<file path="src/rtl/uart_pkg.sv">
// Shared ASCII constants and parser state encoding for the UART receive path.
package uart_pkg;

  localparam logic [7:0] CHAR_CR   = 8'h0D;
  localparam logic [7:0] CHAR_LF   = 8'h0A;
  localparam logic [7:0] CHAR_SP   = 8'h20;
  localparam logic [7:0] CHAR_0    = 8'h30;
  localparam logic [7:0] CHAR_9    = 8'h39;
  localparam logic [7:0] CHAR_A_UP = 8'h41;
  localparam logic [7:0] CHAR_F_UP = 8'h46;
  localparam logic [7:0] CHAR_A_LO = 8'h61;
  localparam logic [7:0] CHAR_F_LO = 8'h66;

  typedef enum logic [1:0] {
    IDLE  = 2'd0,
    ACCUM = 2'd1,
    HOLD  = 2'd2,
    DRAIN = 2'd3
  } parser_state_t;

endpackage

</file>
<file path="src/rtl/ascii_hex_nibble.sv">
// Combinational ASCII classifier: hex digit (either case) to nibble, plus
// CR/LF/space delimiter detection. Anything else reports neither class.
module ascii_hex_nibble
  import uart_pkg::*;
(
  input  logic [7:0] ascii,
  output logic       is_hex,
  output logic       is_delim,
  output logic [3:0] nibble
);

  always_comb begin
    is_hex = 1'b0;
    nibble = 4'h0;
    if (ascii >= CHAR_0 && ascii <= CHAR_9) begin
      is_hex = 1'b1;
      nibble = 4'(ascii - CHAR_0);
    end else if (ascii >= CHAR_A_UP && ascii <= CHAR_F_UP) begin
      is_hex = 1'b1;
      nibble = 4'(ascii - CHAR_A_UP + 8'd10);
    end else if (ascii >= CHAR_A_LO && ascii <= CHAR_F_LO) begin
      is_hex = 1'b1;
      nibble = 4'(ascii - CHAR_A_LO + 8'd10);
    end
  end

  assign is_delim = (ascii == CHAR_CR) || (ascii == CHAR_LF) || (ascii == CHAR_SP);

endmodule

</file>
<file path="src/rtl/ascii_hex_parser.sv">
// Accumulates a stream of ASCII hex characters MSB-first into N_NIBBLES-digit
// words and presents each on a valid/ready output; bad tokens are drained.
//
// Output handshake: out_valid rises only in HOLD and stays high with out_word
// stable until a clock edge samples out_valid && out_ready; the word is then
// consumed and out_valid drops on the following cycle. rx_valid has no
// backpressure, so bytes that arrive while a word is pending are dropped.
module ascii_hex_parser
  import uart_pkg::*;
#(
  parameter int unsigned N_NIBBLES = 2
) (
  input  logic                     clk,
  input  logic                     rst,
  input  logic [7:0]               rx_data,
  input  logic                     rx_valid,
  output logic [4*N_NIBBLES-1:0]   out_word,
  output logic                     out_valid,
  input  logic                     out_ready,
  output logic [3:0]               digit_count,
  output logic                     err_pulse,
  output logic                     busy,
  output parser_state_t            state_dbg
);

  localparam int unsigned W = 4 * N_NIBBLES;
  localparam logic [3:0]  N_CNT = 4'(N_NIBBLES);

  parser_state_t state_q, state_d;
  logic [W-1:0]  acc_q, acc_d;
  logic [W-1:0]  word_q, word_d;
  logic [3:0]    count_q, count_d;
  logic          err_q, err_d;

  logic          is_hex, is_delim;
  logic [3:0]    nib;
  logic [W+3:0]  shift_full;
  logic [W-1:0]  acc_shift;
  logic [3:0]    count_inc;

  ascii_hex_nibble u_nibble (
    .ascii    (rx_data),
    .is_hex   (is_hex),
    .is_delim (is_delim),
    .nibble   (nib)
  );

  // Dropping the top nibble keeps the newest N_NIBBLES digits right-aligned.
  assign shift_full = {acc_q, nib};
  assign acc_shift  = shift_full[W-1:0];
  assign count_inc  = count_q + 4'd1;

  always_ff @(posedge clk or posedge rst) begin
    if (rst) begin
      state_q <= IDLE;
      acc_q   <= '0;
      word_q  <= '0;
      count_q <= 4'd0;
      err_q   <= 1'b0;
    end else begin
      state_q <= state_d;
      acc_q   <= acc_d;
      word_q  <= word_d;
      count_q <= count_d;
      err_q   <= err_d;
    end
  end

  always_comb begin
    state_d = state_q;
    acc_d   = acc_q;
    word_d  = word_q;
    count_d = count_q;
    err_d   = 1'b0;
    unique case (state_q)
      IDLE: begin
        if (rx_valid) begin
          if (is_hex) begin
            acc_d   = W'(nib);
            count_d = 4'd1;
            if (N_CNT == 4'd1) begin
              state_d = HOLD;
              word_d  = W'(nib);
            end else begin
              state_d = ACCUM;
            end
          end else if (!is_delim) begin
            err_d   = 1'b1;
            acc_d   = '0;
            count_d = 4'd0;
            state_d = DRAIN;
          end
        end
      end
      ACCUM: begin
        if (rx_valid) begin
          if (is_hex) begin
            acc_d   = acc_shift;
            count_d = count_inc;
            if (count_inc == N_CNT) begin
              state_d = HOLD;
              word_d  = acc_shift;
            end
          end else if (is_delim) begin
            state_d = HOLD;
            word_d  = acc_q;
          end else begin
            err_d   = 1'b1;
            acc_d   = '0;
            count_d = 4'd0;
            state_d = DRAIN;
          end
        end
      end
      HOLD: begin
        // A byte landing here is lost; only non-delimiters count as overrun.
        if (rx_valid && !is_delim) begin
          err_d = 1'b1;
        end
        if (out_ready) begin
          state_d = IDLE;
          acc_d   = '0;
          count_d = 4'd0;
        end
      end
      DRAIN: begin
        if (rx_valid && is_delim) begin
          state_d = IDLE;
        end
      end
      default: begin
        state_d = IDLE;
      end
    endcase
  end

  assign out_word    = word_q;
  assign out_valid   = (state_q == HOLD);
  assign digit_count = count_q;
  assign err_pulse   = err_q;
  assign busy        = (state_q != IDLE);
  assign state_dbg   = state_q;

endmodule

</file>
<file path="config.mk">
export PLATFORM = sky130hd
export DESIGN_NAME = ascii_hex_parser
export DESIGN_NICKNAME = d
export VERILOG_FILES = /design/src/rtl/uart_pkg.sv /design/src/rtl/ascii_hex_nibble.sv /design/src/rtl/ascii_hex_parser.sv
export SDC_FILE = /design/constraint.sdc
export NUM_CORES = 1
export LEC_CHECK = 0
export CORE_ASPECT_RATIO = 0.5
export CORE_UTILIZATION = 40
export CTS_BUF_LIST = sky130_fd_sc_hd__clkbuf_8
export CTS_CLUSTER_SIZE = 25
export DETAILED_ROUTE_END_ITERATION = 16
export GPL_ROUTABILITY_DRIVEN = 0
export GPL_TIMING_DRIVEN = 0
export PLACE_DENSITY_LB_ADDON = 0.1
export SKIP_LAST_GASP = 1
export SYNTH_ARGS = -nofsm -noshare
export SYNTH_HDL_FRONTEND = slang
export SYNTH_SLANG_ARGS = --single-unit
</file>
<file path="constraint.sdc">
create_clock -name clk -period 1.81 [get_ports clk]
set_input_delay 0.362 -clock clk [delete_from_list [all_inputs] [get_ports clk]]
set_output_delay 0.362 -clock clk [all_outputs]
set_load 0.02 [all_outputs]
</file>
Word level (Yosys, flattened, before mapping):

Index checks and enable logic that the tools add are counted.

* bits of input ports: 12
* register bits: 23
* memory bits (read-only): 0
* word-level logic and storage cells: 85
* latch bits: 0
* memory bits (writable): 0
* output and inout bits: 17
* memories: 0

* magnitude comparators: 6
* equality and inequality tests: 14
* shift-type cells: 0
* reductions and logical operators: 16
* multipliers: 0
* $add $sub $neg: 6
* divide/modulo/power cells: 0
* bitwise gates (word level): 0
* multiplexer cells: 38

Operator list (number)
* 8-bit 2-to-1 mux: 9
* 4-bit 2-to-1 mux: 9
* 8-bit case mux with 3 select lines: 1
* 8-bit by 4-bit equality test with 1-bit output, second input constant: 2
* 8-bit by 7-bit greater-or-equal comparator with 1-bit output, second input constant: 2
* 8-bit by 7-bit <= comparator with 1-bit output, second input constant: 2
* 2-bit 2-to-1 mux: 8
* 4-bit case mux with 3 select lines: 1
* 4-bit by 1-bit subtractor with 4-bit output, second input constant: 3
* 4-bit adder, second input constant: 2
* 8-bit by 6-bit equality test with 1-bit output, second input constant: 1
* 8-bit by 6-bit greater-or-equal comparator with 1-bit output, second input constant: 1
* 8-bit by 6-bit <= comparator with 1-bit output, second input constant: 1
* 1-bit 2-to-1 mux: 8
* 2-bit case mux with 4 select lines: 1
* 4-bit AND reduction: 2
* 2-bit inequality test, second input constant: 3
* 3-bit inequality test, second input constant: 2
* 6-bit AND reduction: 1
* 1-bit logical AND: 5
* 4-bit by 1-bit adder with 4-bit output, second input constant: 1
* 2-bit equality test, second input constant: 2
* 4-bit by 2-bit equality test with 1-bit output, second input constant: 1
* 2-bit by 1-bit inequality test with 1-bit output, second input constant: 2
* other kinds (8): 10

Logic depth before layout (Yosys ltp):

* depth in word-level cells: 8
* mapped depth: 10
* mapped depth without buffers: 8

By module:

From an unflattened synthesis, not the netlist that was laid out.

* cell total of the unflattened synthesis: 141
* area, all modules: 1532.7 sq um

By module, submodules not included
* ascii_hex_parser: area each 1298.7 sq um, instances 1, cells each 112, seq. area each 575.6 sq um
* ascii_hex_nibble: area each 234.0 sq um, instances 1, cells each 29, seq. area each 0.0 sq um

Worst setup path after synthesis:

OpenSTA, ideal clock, no wires.

* path type: register to register
* start: register state_q[1] (netlist: state_dbg[1])
* end: register count_q[0] (netlist: digit_count[0])
* arrival: 2.063 ns
* setup slack: -0.340 ns
* clock period less this slack: 2.150 ns
* cell stages (with the launch flop): 9
* required time: 1.723 ns
* library setup time: 0.087 ns
* buffers on the path: 1
* cell sequence: dfrtp_1 inv_1 ha_1 or2_1 a221oi_4 a21boi_4 buf_6 nor2_1 a211oi_2

* word-level cells in the longest chain between the ends: 3
* elaborated cells on any way between the ends: 9
* classes of those cells: eq/ne: 5; mux: 1; reduce/logical: 3

RTL lines
* start, declared: line ascii_hex_parser.sv:29 `parser_state_t state_q, state_d;`
* start signal, assigned: line ascii_hex_parser.sv:61 `state_q <= state_d;`
* 2-bit equality test (tied with other cells): line ascii_hex_parser.sv:75 `unique case (state_q)`
* 2-bit by 1-bit inequality test with 1-bit output (no source line) (tied with other cells)
* 4-bit AND reduction (no source line)
* end signal, assigned: line ascii_hex_parser.sv:64 `count_q <= count_d;`
* end, declared: line ascii_hex_parser.sv:32 `logic [3:0] count_q, count_d;`

Parallel ways exist; a longest one is shown, timed or not.
A chain may end at the register's enable or synchronous reset.

Worst setup path in the final report:

* start: register count_q[1] (netlist: digit_count[1])
* end: register word_q[1] (netlist: out_word[1])

* word-level cells in the longest chain between the ends: 4

RTL lines
* 4-bit by 1-bit adder with 4-bit output: line ascii_hex_parser.sv:51 `assign count_inc = count_q + 4'd1;`
* 4-bit by 2-bit equality test with 1-bit output: line ascii_hex_parser.sv:100 `if (count_inc == N_CNT) begin`
* 2-bit by 1-bit inequality test with 1-bit output (no source line)
* 4-bit AND reduction (no source line)
* end signal, assigned: line ascii_hex_parser.sv:63 `word_q <= word_d;`
* end, declared: line ascii_hex_parser.sv:31 `logic [W-1:0] word_q, word_d;`

No other way between the ends.

==> impl_results.md <==
* Yosys reg bits at 23
* Ys async rst share at 1.000
* Chip width at 93.39 µm
* F_max at 513.3 MHz
* Total CTS buffers at 3
* Worst skew pair latency at 270 ps
* Worst Max-Slew Pin Slew at 911.8 ps
* Post-route DRC at 0
* Post-synth EDFFs at 0
* RR Endpoint: out_word[1]
* Failing checks: setup timing
* Worst-path clk slew at 90 ps
* Final Hold Fails at 0
* Post-Syn Instances at 167
* Hold Path Origin: out_word[0]
* Final Max Slew Viols at 0
* Worst Path Arrival at 2100 ps
* H-tree levels at 1
* Avg WL per Cell at 14.12 µm
* Nets@finish at 246
* Total number of vias at 1431
* Final TNS setup at -1963 ps
* Leak Pwr at 1.046 nW
* Root Driver: clkbuf_8
* Clock buffer depth at 2
* Fin cells at 275
* Total grt overflow at 0
* Die area at 4454 µm²
* Initial Utilization at 0.4235
* Critical path type: reg -> reg
* Total track usage at 0.1945
* Pwr Density at 1062 nW/µm²
* Util after Layout at 0.6047
* TritonCTS sink count at 23
* Primary FF master, synth: dfrtp_1
* Vias per Instance at 5.204
* Area Growth Syn to Fin at 42.77%
* Total wire length at 3884 µm
* Crit end category: flop
* Vias in the first global route at 1303
* CP max FO at 7
* Worst slew margin at 0.3914
* Initial antenna violation count at 0
* Hold Path Sink: out_word[0]
* CTS tree: built
* Number of max-cap violations at 0
* Unique masters post-synth at 46
* Synth Warn # at 0
* CTS hold repair buffers at 0
* Register area share after synthesis at 0.3446
* Global-route wire length before repair at 6465 µm
* Post-layout min period at 1948 ps
* Core box area at 3944 µm²
* Worst r2r src: digit_count[1]
* RSZ-0062 raised after global routing: yes
* Setup Skew at 9.599 ps
* IO Port Bufs at 28
* First drt pass iteration count at 4
* Worst path required time at 1970 ps
* Peak supply drop at 0.5629 mV
* Final-report setup violation count at 20
* Top Ports at 29
* Status: complete, but fails checks
* Largest net degree at the start of global routing at 24
* Cell area after synthesis at 1670 µm²
* Inst Count DP at 249
* Worst-case reg-to-reg path depth at 8
* Syn_area_per_cell at 10.00 µm²
* Hold crit path type: reg -> reg
* Die height at 47.70 µm
* Post-DP HPWL at 2756 µm
* PnR worst setup slack at -138.1 ps
* Hold Crit Depth at 1
* Pre-CTS WS at -1029 ps
* Register-to-register setup slack at -140 ps
* Net Count, Synth at 191
* Startpoint types: flop
* Share of cells above drive strength 1 at 0.3937
* # diodes at 0
* Final period util at 1.076
* DRT antenna net count at 0
* DRT iter0 DRCs at 73
* Num rows at 16
==> synth_stat cells (2+ instances only) <==
cell type  count  area [µm²]
nand3b_1       3       22.52
nand2b_1       3       18.77
nand3_1        4       20.02
a21oi_1        8       40.04
a211oi_2       2       25.02
ha_1          12       150.1
o21ai_1        9       45.04
o22ai_1        2       12.51
and2_4         2       17.52
buf_6          3       33.78
nor2_1        11       41.29
mux2_4         7       105.1
inv_1         11       41.29
mux2i_1        2       20.02
o21ai_0        4       20.02
nand2_1       29       108.9
dfrtp_1       23       575.6
a31oi_1        2       12.51
a21o_1         2       15.01
xor2_1         2       17.52
==> worst max path at each step <==
stage | to | start | cells after the start
CTS | out_word[1] | digit_count[1] | 7
floorplan | acc_q[7] | state_dbg[1] | 9
global placement | out_word[0] | rx_data[1] | 8
finish | out_word[1] | digit_count[1] | 8
detailed placement | out_word[1] | rx_data[1] | 8
global route | state_dbg[0] | state_dbg[0] | 8
==> through the flow <==
step / power (W) / area (µm²) / hold slack (ps)
floorplan: 0.001567 / 1722 / 363.6
CTS: 0.002432 / 2330 / 502.7
global route: 0.002715 / 2385 / 539.9
global placement: 0.001936 / 2069 / 474.7
detailed placement: 0.001949 / 2069 / 483.5
finish: 0.002533 / 2385 / 510.5
==> final cells by class <==
| type | instances | area [µm²] |
|---|---|---|
| Clock inverter | 1 | 5.005 |
| Sequential cell | 23 | 580.6 |
| Inverter | 11 | 52.55 |
| Buffer | 3 | 33.78 |
| Timing Repair Buffer | 50 | 452.9 |
| Fill cell | 339 | 1559 |
| Clock buffer | 3 | 41.29 |
| Tap cell | 54 | 67.56 |
| Multi-Input combinational cell | 130 | 1151 |
==> power by group <==
part	leakage, nW	switching (W)	internal, W
registers	0.309	0.0000850	0.000604
logic	0.712	0.000785	0.000724
clock network	0.0255	0.000181	0.000154
==> metal layers <==
layer / vias up / track usage / wire length, µm
met2: 39 / 0.3029 / 1688
li1: 703 / - / -
met4: 0 / 0.02769 / 34
met5: - / 0 / 0
met1: 682 / 0.2850 / 1916
met3: 7 / 0.04444 / 244
==> cell families (layout without fill, tap and decap cells) <==
group | count (synthesis) | count (layout) | share of synthesized area
fa+ha+maj | 12 | 12 | 0.08989
xor+xnor | 2 | 2 | 0.01049
simple gates | 65 | 65 | 0.2135
compound gates | 42 | 42 | 0.2217
mux | 9 | 9 | 0.07491
flops | 23 | 23 | 0.3446
buf+inv | 14 | 68 | 0.04494
==> worst max-delay path, cell delays in order, from the launching register on <==
cell and delay, ps:
dfrtp_2 440, buf_6 140, inv_4 50, ha_4 120
inv_2 40, o32ai_4 360, a21oi_4 130, nor2_8 230
mux2_4 330
==> what timing repair did <==
action | CTS | global route
setup buffers | 18 | 3
gates cloned | 1 | 0
gates resized for setup | 44 | 10
setup endpoints to repair | 25 | 25
pin swaps | 10 | 4
==> cells in the final DEF (no fill, tap or decap), types with 5 or more instances in the layout <==
| cell type | count |
|---|---|
| mux2_4 | 7 |
| o21ai_1 | 9 |
| dfrtp_1 | 19 |
| nand2_1 | 28 |
| a21oi_1 | 6 |
| nor2_1 | 10 |
| buf_6 | 7 |
| buf_4 | 18 |
| ha_1 | 7 |
| ha_4 | 5 |
| inv_1 | 5 |
| clkdlybuf4s50_1 | 17 |
==> flip-flops by register name (all words and copies together), names as in the netlist <==
signal       count
acc_q            8
digit_count      4
err_pulse        1
out_word         8
state_dbg        2
No activity file was read; power rests on OpenSTA's default activity.
